===== src/rtl/shift_rows_pipe.sv =====
// shift_rows_pipe: elastic AES ShiftRows/InvShiftRows pipeline over LANES 128-bit states.
// Define SHIFT_ROWS_INV_EN to build the inverse mapping selected per beat by iInv.
module shift_rows_pipe #(
   parameter int LANES = 1,
   parameter int STAGES = 2,
   parameter int TAG_W = 4
) (
   input  logic                          iClk,
   input  logic                          iRstn,
   input  logic                          iFlush,
   input  logic                          iValid,
   output logic                          oReady,
   input  logic                          iInv,
   input  logic [TAG_W-1:0]              iTag,
   input  logic [128*LANES-1:0]          iText,
   output logic                          oValid,
   input  logic                          iReady,
   output logic [TAG_W-1:0]              oTag,
   output logic [128*LANES-1:0]          oText,
   output logic [$clog2(STAGES+1)-1:0]   oCount
);
   localparam int W = 128*LANES;
   localparam int CW = $clog2(STAGES+1);
   logic [W-1:0] fwdText, permText;
   logic [STAGES-1:0] vld, load;
   logic [STAGES-1:0][TAG_W-1:0] tag;
   logic [STAGES-1:0][W-1:0] dat;
   logic accept, deliver;
   for (genvar l = 0; l < LANES; l++) begin : gLane
      for (genvar c = 0; c < 4; c++) begin : gCol
         for (genvar r = 0; r < 4; r++) begin : gRow
            assign fwdText[128*l+127-8*(4*c+r) -: 8] = iText[128*l+127-8*(4*((c+r)%4)+r) -: 8];
         end
      end
   end
`ifdef SHIFT_ROWS_INV_EN
   logic [W-1:0] invText;
   for (genvar l = 0; l < LANES; l++) begin : gInvLane
      for (genvar c = 0; c < 4; c++) begin : gInvCol
         for (genvar r = 0; r < 4; r++) begin : gInvRow
            assign invText[128*l+127-8*(4*c+r) -: 8] = iText[128*l+127-8*(4*((c-r+4)%4)+r) -: 8];
         end
      end
   end
   assign permText = iInv ? invText : fwdText;
`else
   logic unusedInv;
   assign unusedInv = iInv;
   assign permText = fwdText;
`endif
   // a stage loads when any stage from it to the output is empty, or the output drains
   for (genvar s = 0; s < STAGES; s++) begin : gLoad
      assign load[s] = iReady | ~&vld[STAGES-1:s];
   end
   assign oReady = iRstn & ~iFlush & load[0];
   assign accept = iValid & oReady;
   assign deliver = vld[STAGES-1] & iReady;
   assign oValid = vld[STAGES-1];
   assign oTag = tag[STAGES-1];
   assign oText = dat[STAGES-1];
   always_ff @(posedge iClk or negedge iRstn)
      if (!iRstn) begin
         vld <= '0;
         tag <= '0;
         dat <= '0;
         oCount <= '0;
      end else begin
         if (load[0]) begin
            vld[0] <= accept;
            tag[0] <= iTag;
            dat[0] <= permText;
         end
         for (int s = 1; s < STAGES; s++)
            if (load[s]) begin
               vld[s] <= vld[s-1];
               tag[s] <= tag[s-1];
               dat[s] <= dat[s-1];
            end
         if (iFlush) vld <= '0;
         oCount <= iFlush ? '0 : oCount + CW'(accept) - CW'(deliver);
      end
endmodule


===== config.mk =====
export PLATFORM = sky130hd
export DESIGN_NAME = shift_rows_pipe
export DESIGN_NICKNAME = d
export VERILOG_FILES = /design/src/rtl/shift_rows_pipe.sv
export SDC_FILE = /design/constraint.sdc
export NUM_CORES = 1
export LEC_CHECK = 0
export BUFFER_PORTS_ARGS = -buffer_cell sky130_fd_sc_hd__buf_4
export CAP_MARGIN = 10
export CORE_ASPECT_RATIO = 0.75
export CORE_MARGIN = 2
export CORE_UTILIZATION = 55
export CTS_BUF_LIST = sky130_fd_sc_hd__clkbuf_4
export DETAILED_ROUTE_END_ITERATION = 8
export PLACE_DENSITY_LB_ADDON = 0.08
export SLEW_MARGIN = 20
export SYNTH_ARGS = -nofsm -noshare
export SYNTH_HDL_FRONTEND = slang
export SYNTH_SLANG_ARGS = --single-unit

===== constraint.sdc =====
create_clock -name iClk -period 2.05 [get_ports iClk]
set_input_delay 0.205 -clock iClk [delete_from_list [all_inputs] [get_ports iClk]]
set_output_delay 0.205 -clock iClk [all_outputs]
set_load 0.1 [all_outputs]

==> results by group, run 1 <==
Status
  • Status: finished clean

Run
  • # Max-Cap Violations: 0

STA
  • Actual slew at the worst max-slew pin: 727 ps
  • Max_slew headroom: 51.5%
  • Peak Freq: about 0.52 GHz
  • Final setup margin: about 140 ps
  • RSZ-0062 raised after global routing: false
  • Fin Hold WS: 161 ps
  • Max-slew violation count: 0
  • Tmin final: 1910 ps
  • Tcrit/Tclk final: 92.9%
  • Fin Clk Skew: 29.1 ps
  • Sum of negative setup slack: 0 ps
  • Final Hold Vio Count: 0
  • Setup violations, final: 0

Place
  • Detailed placer's ending HPWL: 14100 um
  • Gpl congestion: approximately 0.75
  • Place WS: 349 ps
  • Port Buffers: 272
  • DP Area: 12600 um2

Cells and area
  • Nets: 1174
  • Cell area after layout: 14700 um2
  • Commonest non-fill, non-tap cell in the layout: buf_4
  • Most frequent cells in the layout: buf_4 (272), dfrtp_1 (267), mux2_2 (206)
  • Layout Utilization: 73.1%
  • Area growth syn-to-layout: 30.8%
  • Fillers: 1312
  • Share of layout cells above drive strength 1: 60.9%

Floorplan
  • Total die area: ~22000 um2
  • Die H: approximately 130 um
  • Initial core utilization: 55.9%
  • Die Wd: 169 um
  • Core Area: 20200 um2
  • I/O pin total: 274
  • FP Rows: 45

Global route
  • Initial antenna violation count: 1
  • Grt ovf: 0
  • Global-route wire length before repair: approximately 37000 um
  • GRT Util Overall: 21.9%
  • Largest net degree at the start of global routing: 140
  • Vias in the first global route: 7301

Drt
  • Vias per cell: around 4.9
  • Final wirelength: 23200 um
  • Initial DRT Pass Iterations: 4
  • WL/cell: between 15 and 20 um
  • Drc violations: 0
  • Vias post-DR: 6544
  • Post-route ant nets: 0
  • Starting DRC count in detailed routing: 288

Clock network
  • CTS tree: built
  • Clk pin slew, worst setup/hold paths: 60 ps
  • Worst-skew pair later-pin latency: 640 ps
  • Number of buffers on the longest clock path: 3
  • CTS HTree Levels: 3
  • CTS buffer count: 70
  • Root Driver: clkbuf_4
  • Clk sinks: ~270

Pwr
  • VDD IR-drop max: about 0.6 mV
  • Sw frac: 30.4%
  • Flop pwr share: 45.2%
  • Clock share of power: 34.9%
  • Psw: 3870 uW
  • Pwr dens: roughly 860 nW/um2
  • Pleak: 0.00699 uW
  • Internal: 8880 uW
  • Comb pwr share: 19.9%

Critical path
  • CP Buf/Inv Count: 3
  • Crit. End Element: flop
  • Worst Path Max Fanout: 48
  • CP required: 2570 ps
  • Delay of the slowest critical-path stage: 560 ps
  • Slowest stage cell on the critical path: dlygate4sd3_1
  • Crit-path cells: nand3b_4, buf_4, buf_12, a21oi_1, dlygate4sd3_1
  • Top Family by Delay on Critical Path: buffers and inverters
  • Crit Path Category: flop to flop
  • Startpoint Class: flop
  • Arrival @ worst endpoint: 2430 ps

Logic synthesis
  • Yosys warns: 0
  • Post-synth EDFFs: 0
  • Avg Cell Area, Syn: 15.9 um2
  • Synth Register Bits: 268
  • Synth async-reset ratio: 100%
  • Yosys cell types: 20
  • Main synth FF type: dfrtp_1
  • Syn Inst Count: ~700
  • Post-synthesis cell area: between 10000 and 15000 um2
  • Syn Nets: 848
  • Seq/Total Area, Yosys: 59.5%

Min path
  • HP Class: input pin to flop
power groups by stage:
stage	clock, uW	combinational [uW]	sequential [uW]
2_1_floorplan	0	1900	5830
3_3_place_gp	0	2300	5830
3_5_place_dp	0	2330	5860
4_1_cts	4620	2550	5760
5_1_grt	4950	2630	5800
6_report	4450	2540	5760
metrics by stage:
stage                     power, uW  cells
final                         12800   1328
after global routing          13400   1328
after CTS                     12900   1327
after detailed placement       8190   1084
after global placement         8130   1084
after floorplan                7720    708
Yosys cell counts (2+ instances only):
| cell | count | area share, % |
|---|---|---|
| dfrtp_1 | 268 | 60 |
| mux2_2 | 206 | 21 |
| buf_4 | 132 | 8.8 |
| mux2_4 | 56 | 7.5 |
| buf_6 | 16 | 1.6 |
| buf_2 | 14 | 0.62 |
| ha_1 | 2 | 0.22 |
| mux2_1 | 2 | 0.20 |
repair_timing:
action	CTS	global route
setup buffers	1	0
endpoints found under the setup margin	1	0
resized for setup	1	0
hold endpoints to repair	404	0
hold buffers	135	0
cell type report:
cell class / instances / area (um2) / area share, %
sequential: 268 / 6710 / 45.5
timing repair buffer: 416 / 3560 / 24.1
multi-input combinational: 277 / 3320 / 22.5
clock buffer: 99 / 743 / 5.04
tap: 258 / 323 / 2.19
clock inverter: 8 / 83.8 / 0.569
inverter: 1 / 3.75 / 0.0255
antenna: 1 / 2.50 / 0.0170
path summary, 6_finish.rpt:
check                               startpoint               endpoint  slack, ps  cells past startpoint
setup / recovery            vld[1]$_DFFE_PN0P_     vld[0]$_DFFE_PN0P_        140                      5
hold / removal                          iReady     vld[1]$_DFFE_PN0P_        160                      4
hold reg to reg            dat[72]$_DFFE_PN0N_  oText[72]$_DFFE_PN0P_        490                      1
max in group asynchronous                iRstn  oText[92]$_DFFE_PN0P_       1150                      3
setup reg to reg            vld[1]$_DFFE_PN0P_     vld[0]$_DFFE_PN0P_        140                      5
min in group asynchronous                iRstn  oText[19]$_DFFE_PN0P_        300                      3
per-layer routing:
metal / global-route usage, % / up-vias / share of wire, %
li1: - / 2984 / -
met4: 10.4 / 0 / 3.2
met3: 8.03 / 66 / 8.2
met2: 34.9 / 218 / 48
met5: 0 / - / 0
met1: 26.8 / 3276 / 41
kinds of logic after synthesis:
logic type | count (synthesis) | synth area share (%)
DFF | 268 | 59.5
muxes | 264 | 28.2
buffers and inverters | 163 | 11.0
and+or+nand+nor | 8 | 0.633
AOI/OAI and AO/OA | 2 | 0.133
adders and majority gates | 2 | 0.222
xor gates and xnor gates | 1 | 0.200
worst reg2reg max path: stages (launching register included):
cell,delay [ps]
dfrtp_4,500
nand3b_4,100
buf_4,230
buf_12,300
a21oi_1,110
dlygate4sd3_1,560
flip-flops by register name, summed over array words and instances, names as in the netlist:
| name | cells |
|---|---|
| oCount | 2 |
| oText | 128 |
| tag | 4 |
| oTag | 4 |
| dat | 128 |
| vld | 2 |
Power figures use the tool's default switching activity.
==> run 2: changes to the inputs <==
==> constraint.sdc (replaced) <==
create_clock -name iClk -period 2.05 [get_ports iClk]
set_input_delay 0.41 -clock iClk [delete_from_list [all_inputs] [get_ports iClk]]
set_output_delay 0.41 -clock iClk [all_outputs]
set_load 0.1 [all_outputs]
==> results by group, run 2 (synthesis results as in run 1) <==
Status
  • Status: finished clean

Clock network
  • CTS buffer count: 66
  • Worst-skew pair later-pin latency: 660 ps
  • Number of buffers on the longest clock path: 3
  • Root Driver: clkbuf_4
  • Clk pin slew, worst setup/hold paths: 60 ps
  • CTS tree: built
  • Clk sinks: roughly 270
  • CTS HTree Levels: 3

STA
  • Max_slew headroom: 41.8%
  • Fin Hold WS: 162 ps
  • Sum of negative setup slack: 0 ps
  • Actual slew at the worst max-slew pin: 872 ps
  • Tmin final: 2000 ps
  • RSZ-0062 raised after global routing: true
  • Final Hold Vio Count: 0
  • Fin Clk Skew: about 40 ps
  • Peak Freq: around 0.5 GHz
  • Tcrit/Tclk final: 97.6%
  • Max-slew violation count: 0
  • Setup violations, final: 0

Min path
  • HP Class: input pin to async pin

Cells and area
  • Area growth syn-to-layout: 31.2%
  • Cell area after layout: about 15000 um2
  • Commonest non-fill, non-tap cell in the layout: buf_4
  • Nets: 1171
  • Fillers: 1307
  • Multi-input gate area: 3320 um2
  • Share of layout cells above drive strength 1: between 60% and 70%
  • Most frequent cells in the layout: buf_4 (274), dfrtp_1 (267), mux2_2 (206)
  • Layout Utilization: between 70% and 80%
  • Layout Cells excl Fill: between 1000 and 1500
  • FF+latch area: 6710 um2

Pwr
  • VDD IR-drop max: 0.492 mV
  • Psw: between 3000 and 4000 uW
  • Pleak: 0.00700 uW
  • Pwr dens: 871 nW/um2
  • Clock share of power: 35.6%
  • Comb pwr share: 19.7%
  • Sw frac: 30.1%
  • Flop pwr share: 44.8%
  • Internal: 9000 uW

Critical path
  • R2R setup slack: 260 ps
  • Top Family by Delay on Critical Path: buffers and inverters
  • Worst setup endpoint: oReady
  • Arrival @ worst endpoint: between 1500 and 2000 ps
  • CP required: 1640 ps
  • Worst R2R Path Depth: 5
  • Worst Path Max Fanout: 6
  • Delay of the slowest critical-path stage: 540 ps
  • Slowest stage cell on the critical path: dlygate4sd3_1
  • Crit. End Element: output port
  • Crit Reg-Reg Endpoint: dat[64]$_DFFE_PN0N_
  • CP Buf/Inv Count: 3
  • Crit. path cell count: 4
  • Crit Path Category: input pin to output port
  • Crit-path cells: dlygate4sd3_1, buf_4, and3b_4, buf_12
  • RR Startpoint: vld[1]$_DFFE_PN0P_
  • Worst Setup SP: iFlush
  • Startpoint Class: input pin

Floorplan
  • Die H: between 100 and 150 um
  • Die Wd: 169 um
  • FP Rows: 45
  • Initial core utilization: 55.9%
  • Core Area: 20200 um2
  • Total die area: 21700 um2
  • I/O pin total: 274

Drt
  • WL/cell: 17.0 um
  • DR WL met3: 1660 um
  • Starting DRC count in detailed routing: 236
  • Highest routing layer actually used: met4
  • Final wirelength: 22700 um
  • Post-Route M1 WL: 9360 um
  • Drc violations: 0
  • Vias per cell: 4.83
  • Initial DRT Pass Iterations: 4
  • Vias post-DR: 6445
  • Post-route ant nets: 0
  • Met2 routed WL: 11200 um

Global route
  • GRT Util Overall: 21.6%
  • Vias in the first global route: 7313
  • Initial antenna violation count: 1
  • Global-route wire length before repair: 36600 um
  • Grt ovf: 0
  • Largest net degree at the start of global routing: 175

Place
  • Placed cells: 1083
  • Port Buffers: roughly 270
  • DP Area: 12500 um2
  • Detailed placer's ending HPWL: ~14000 um
  • Gpl congestion: 0.765

Run
  • # Max-Cap Violations: 0
## run 2: area by class of cell
type / count / area share [%]
flip-flops and latches: 268 / 45.4
clock inverters: 13 / 0.872
well taps: 258 / 2.18
inverters: 1 / 0.0254
multi-input cells: 277 / 22.5
diodes: 1 / 0.0169
repair buffers: 417 / 24.1
clock buffers: 98 / 4.98
## run 2: worst min-delay path by stage
stage	start	end	slack, ps	depth (start not counted)
3_3_place_gp	iRstn	oCount[0]$_DFF_PN0_	210	1
3_5_place_dp	iRstn	oCount[0]$_DFF_PN0_	200	1
6_report	iRstn	oCount[1]$_DFF_PN0_	160	2
4_1_cts	iRstn	oCount[0]$_DFF_PN0_	120	2
5_1_grt	iRstn	oCount[0]$_DFF_PN0_	100	2
2_1_floorplan	iRstn	dat[0]$_DFFE_PN0N_	110	0
## run 2: power by group through the flow
stage | clock (uW) | combinational, uW | sequential [uW]
after floorplan | 0 | 1900 | 5830
after global placement | 0 | 2290 | 5830
after detailed placement | 0 | 2330 | 5860
after CTS | 4730 | 2550 | 5760
after global routing | 5030 | 2640 | 5800
final | 4580 | 2530 | 5760
## run 2: per-layer routing
| metal | GRT usage [%] | vias to the layer above |
|---|---|---|
| met5 | 0 | - |
| met4 | 8.40 | 0 |
| met3 | 7.75 | 38 |
| met2 | 35.6 | 189 |
| met1 | 26.1 | 3250 |
| li1 | - | 2968 |
## run 2: timing repair
item | CTS | global route
resized for setup | 3 | 0
hold endpoints to repair | 180 | 0
setup buffers | 2 | 1
setup endpoints to repair | 1 | 1
hold buffers | 135 | 0
pin swaps | 1 | 0
## run 2: through the flow
stage                     power, uW  worst slack, ps
after floorplan                7730             10.1
after global placement         8120              393
after detailed placement       8180              353
after CTS                     13000            -8.22
after global routing          13500            -51.9
final                         12900             49.9
## run 2: worst reg2reg max path, cell delays in order, from the launching register on
cell      delay [ps]
dfrtp_4          480
nand3b_4          90
buf_4            100
buf_4            140
buf_12           390
mux2_2           460
==> run 3: changes to the inputs <==
ABC_CLOCK_PERIOD_IN_PS = 2410   (was not set)
CORE_UTILIZATION = 60   (was 55)
clock period = 2.41 ns   (was 2.05 ns; I/O delays follow)
==> results by group, run 3 (synthesis results as in run 1) <==
Status
  • Status: finished clean

Global route
  • Largest net degree at the start of global routing: approximately 180
  • GRT Util Overall: between 20% and 30%
  • Grt ovf: 0
  • Initial antenna violation count: 0
  • Vias in the first global route: 6453
  • Global-route wire length before repair: 32800 um

Cells and area
  • Most frequent cells in the layout: buf_4 (273), dfrtp_1 (268), mux2_2 (206)
  • N_diodes: 0
  • Fillers: about 1300
  • Share of layout cells above drive strength 1: 69.1%
  • Nets: 1035
  • Cell area after layout: 13400 um2
  • Commonest non-fill, non-tap cell in the layout: buf_4
  • Area growth syn-to-layout: 18.7%

Drt
  • Drc violations: 0
  • Final wirelength: 20900 um
  • Starting DRC count in detailed routing: around 300
  • Vias post-DR: 5969
  • Post-route ant nets: 0
  • Initial DRT Pass Iterations: 4
  • WL/cell: 17.6 um
  • Vias per cell: approximately 5

STA
  • Tmin final: 2190 ps
  • Max-slew violation count: 0
  • Sum of negative setup slack: 0 ps
  • Final Hold Vio Count: 0
  • Peak Freq: 0.456 GHz
  • Setup violations, final: 0
  • Max_slew headroom: 40.0%
  • RSZ-0062 raised after global routing: false
  • Fin Clk Skew: 31.0 ps
  • Tcrit/Tclk final: 91.0%
  • Actual slew at the worst max-slew pin: ~900 ps

Floorplan
  • FP Rows: between 40 and 50
  • Total die area: 19900 um2
  • Die Wd: approximately 160 um
  • Core Area: ~18000 um2
  • Initial core utilization: 61.1%
  • Die H: ~120 um
  • I/O pin total: 274

Place
  • Detailed placer's ending HPWL: 14000 um
  • Gpl congestion: 0.817
  • DP Area: 12500 um2
  • Port Buffers: 272

Min path
  • HP Class: input pin to async pin

Clock network
  • Root Driver: clkbuf_4
  • Worst-skew pair later-pin latency: 630 ps
  • Hold Buf Count CTS: 1
  • Setup repair bufs after CTS: 0
  • CTS HTree Levels: 3
  • Clk pin slew, worst setup/hold paths: 60 ps
  • CTS tree: built
  • Number of buffers on the longest clock path: 3
  • CTS resizes: 0
  • Clk sinks: 268
  • CTS buffer count: 67

Critical path
  • Crit. End Element: output port
  • Startpoint Class: input pin
  • Delay of the slowest critical-path stage: 540 ps
  • Arrival @ worst endpoint: 1710 ps
  • Slowest stage cell on the critical path: dlygate4sd3_1
  • Worst Path Max Fanout: 6
  • Crit-path cells: dlygate4sd3_1, buf_4, and3b_2, buf_4
  • CP required: 1930 ps
  • Crit Path Category: input pin to output port
  • Cell mode on critical path: buf_4

Pwr
  • Total power: 10700 uW
  • Pleak: 0.00643 uW
  • Pwr dens: ~800 nW/um2
  • VDD IR-drop max: 0.490 mV

Run
  • # Max-Cap Violations: 0
==> run 3: cell types whose count changed in the layout (fill, tap and decap cells not counted), moves of 2 or more <==
cell           before  now
clkbuf_4           98  101
dlygate4sd3_1     135    1
clkinv_1            7   10
buf_12              6    4
==> run 3: critical path, delay by kind of cell <==
| kind | cells | cell delay [ps] |
|---|---|---|
| buffers and inverters | 3 | 990 |
| AND/OR/NAND/NOR | 1 | 230 |
==> run 3: cell type report <==
| type | count | area, um2 | area share [%] |
|---|---|---|---|
| tap | 247 | 309 | 2.31 |
| inverter | 1 | 3.75 | 0.0281 |
| sequential | 268 | 6710 | 50.2 |
| clock buffer | 101 | 758 | 5.67 |
| clock inverter | 15 | 109 | 0.814 |
| multi-input combinational | 277 | 3320 | 24.8 |
| timing repair buffer | 280 | 2170 | 16.2 |
==> run 3: report_power, final <==
part           leakage [uW]  total, uW  internal [uW]  switching [uW]
Combinational       0.00278       1960            573            1390
Clock              0.000521       3790           2120            1670
Sequential          0.00313       4900           4760             139
==> run 3: metal layers <==
layer  wire length, um  GRT usage, %
met1              8500          26.3
met3              1940          9.23
met2             10000          33.0
met4               441          9.29
met5                 0             0
==> run 3: through the flow <==
step                worst slack, ps  utilization [%]  hold WS (ps)  instances
global placement                647             67.7           465       1072
finish                          216             72.5          25.1       1189
global route                    144             72.5          11.8       1189
CTS                             175             72.4          10.8       1189
floorplan                      14.8                -           186        708
detailed placement              622             67.7           490       1072
==> run 3: path summary, 6_finish.rpt <==
check / from / end / slack [ps] / cells after the start
min in group iClk: iText[71] / dat[39]$_DFFE_PN0N_ / 70 / 2
hold / removal: iRstn / vld[1]$_DFFE_PN0P_ / 30 / 2
setup reg to reg: vld[1]$_DFFE_PN0P_ / dat[55]$_DFFE_PN0N_ / 770 / 3
max in group asynchronous: iRstn / oText[49]$_DFFE_PN0P_ / 1690 / 2
hold reg to reg: dat[68]$_DFFE_PN0N_ / oText[68]$_DFFE_PN0P_ / 490 / 1
setup / recovery: iFlush / oReady / 220 / 4
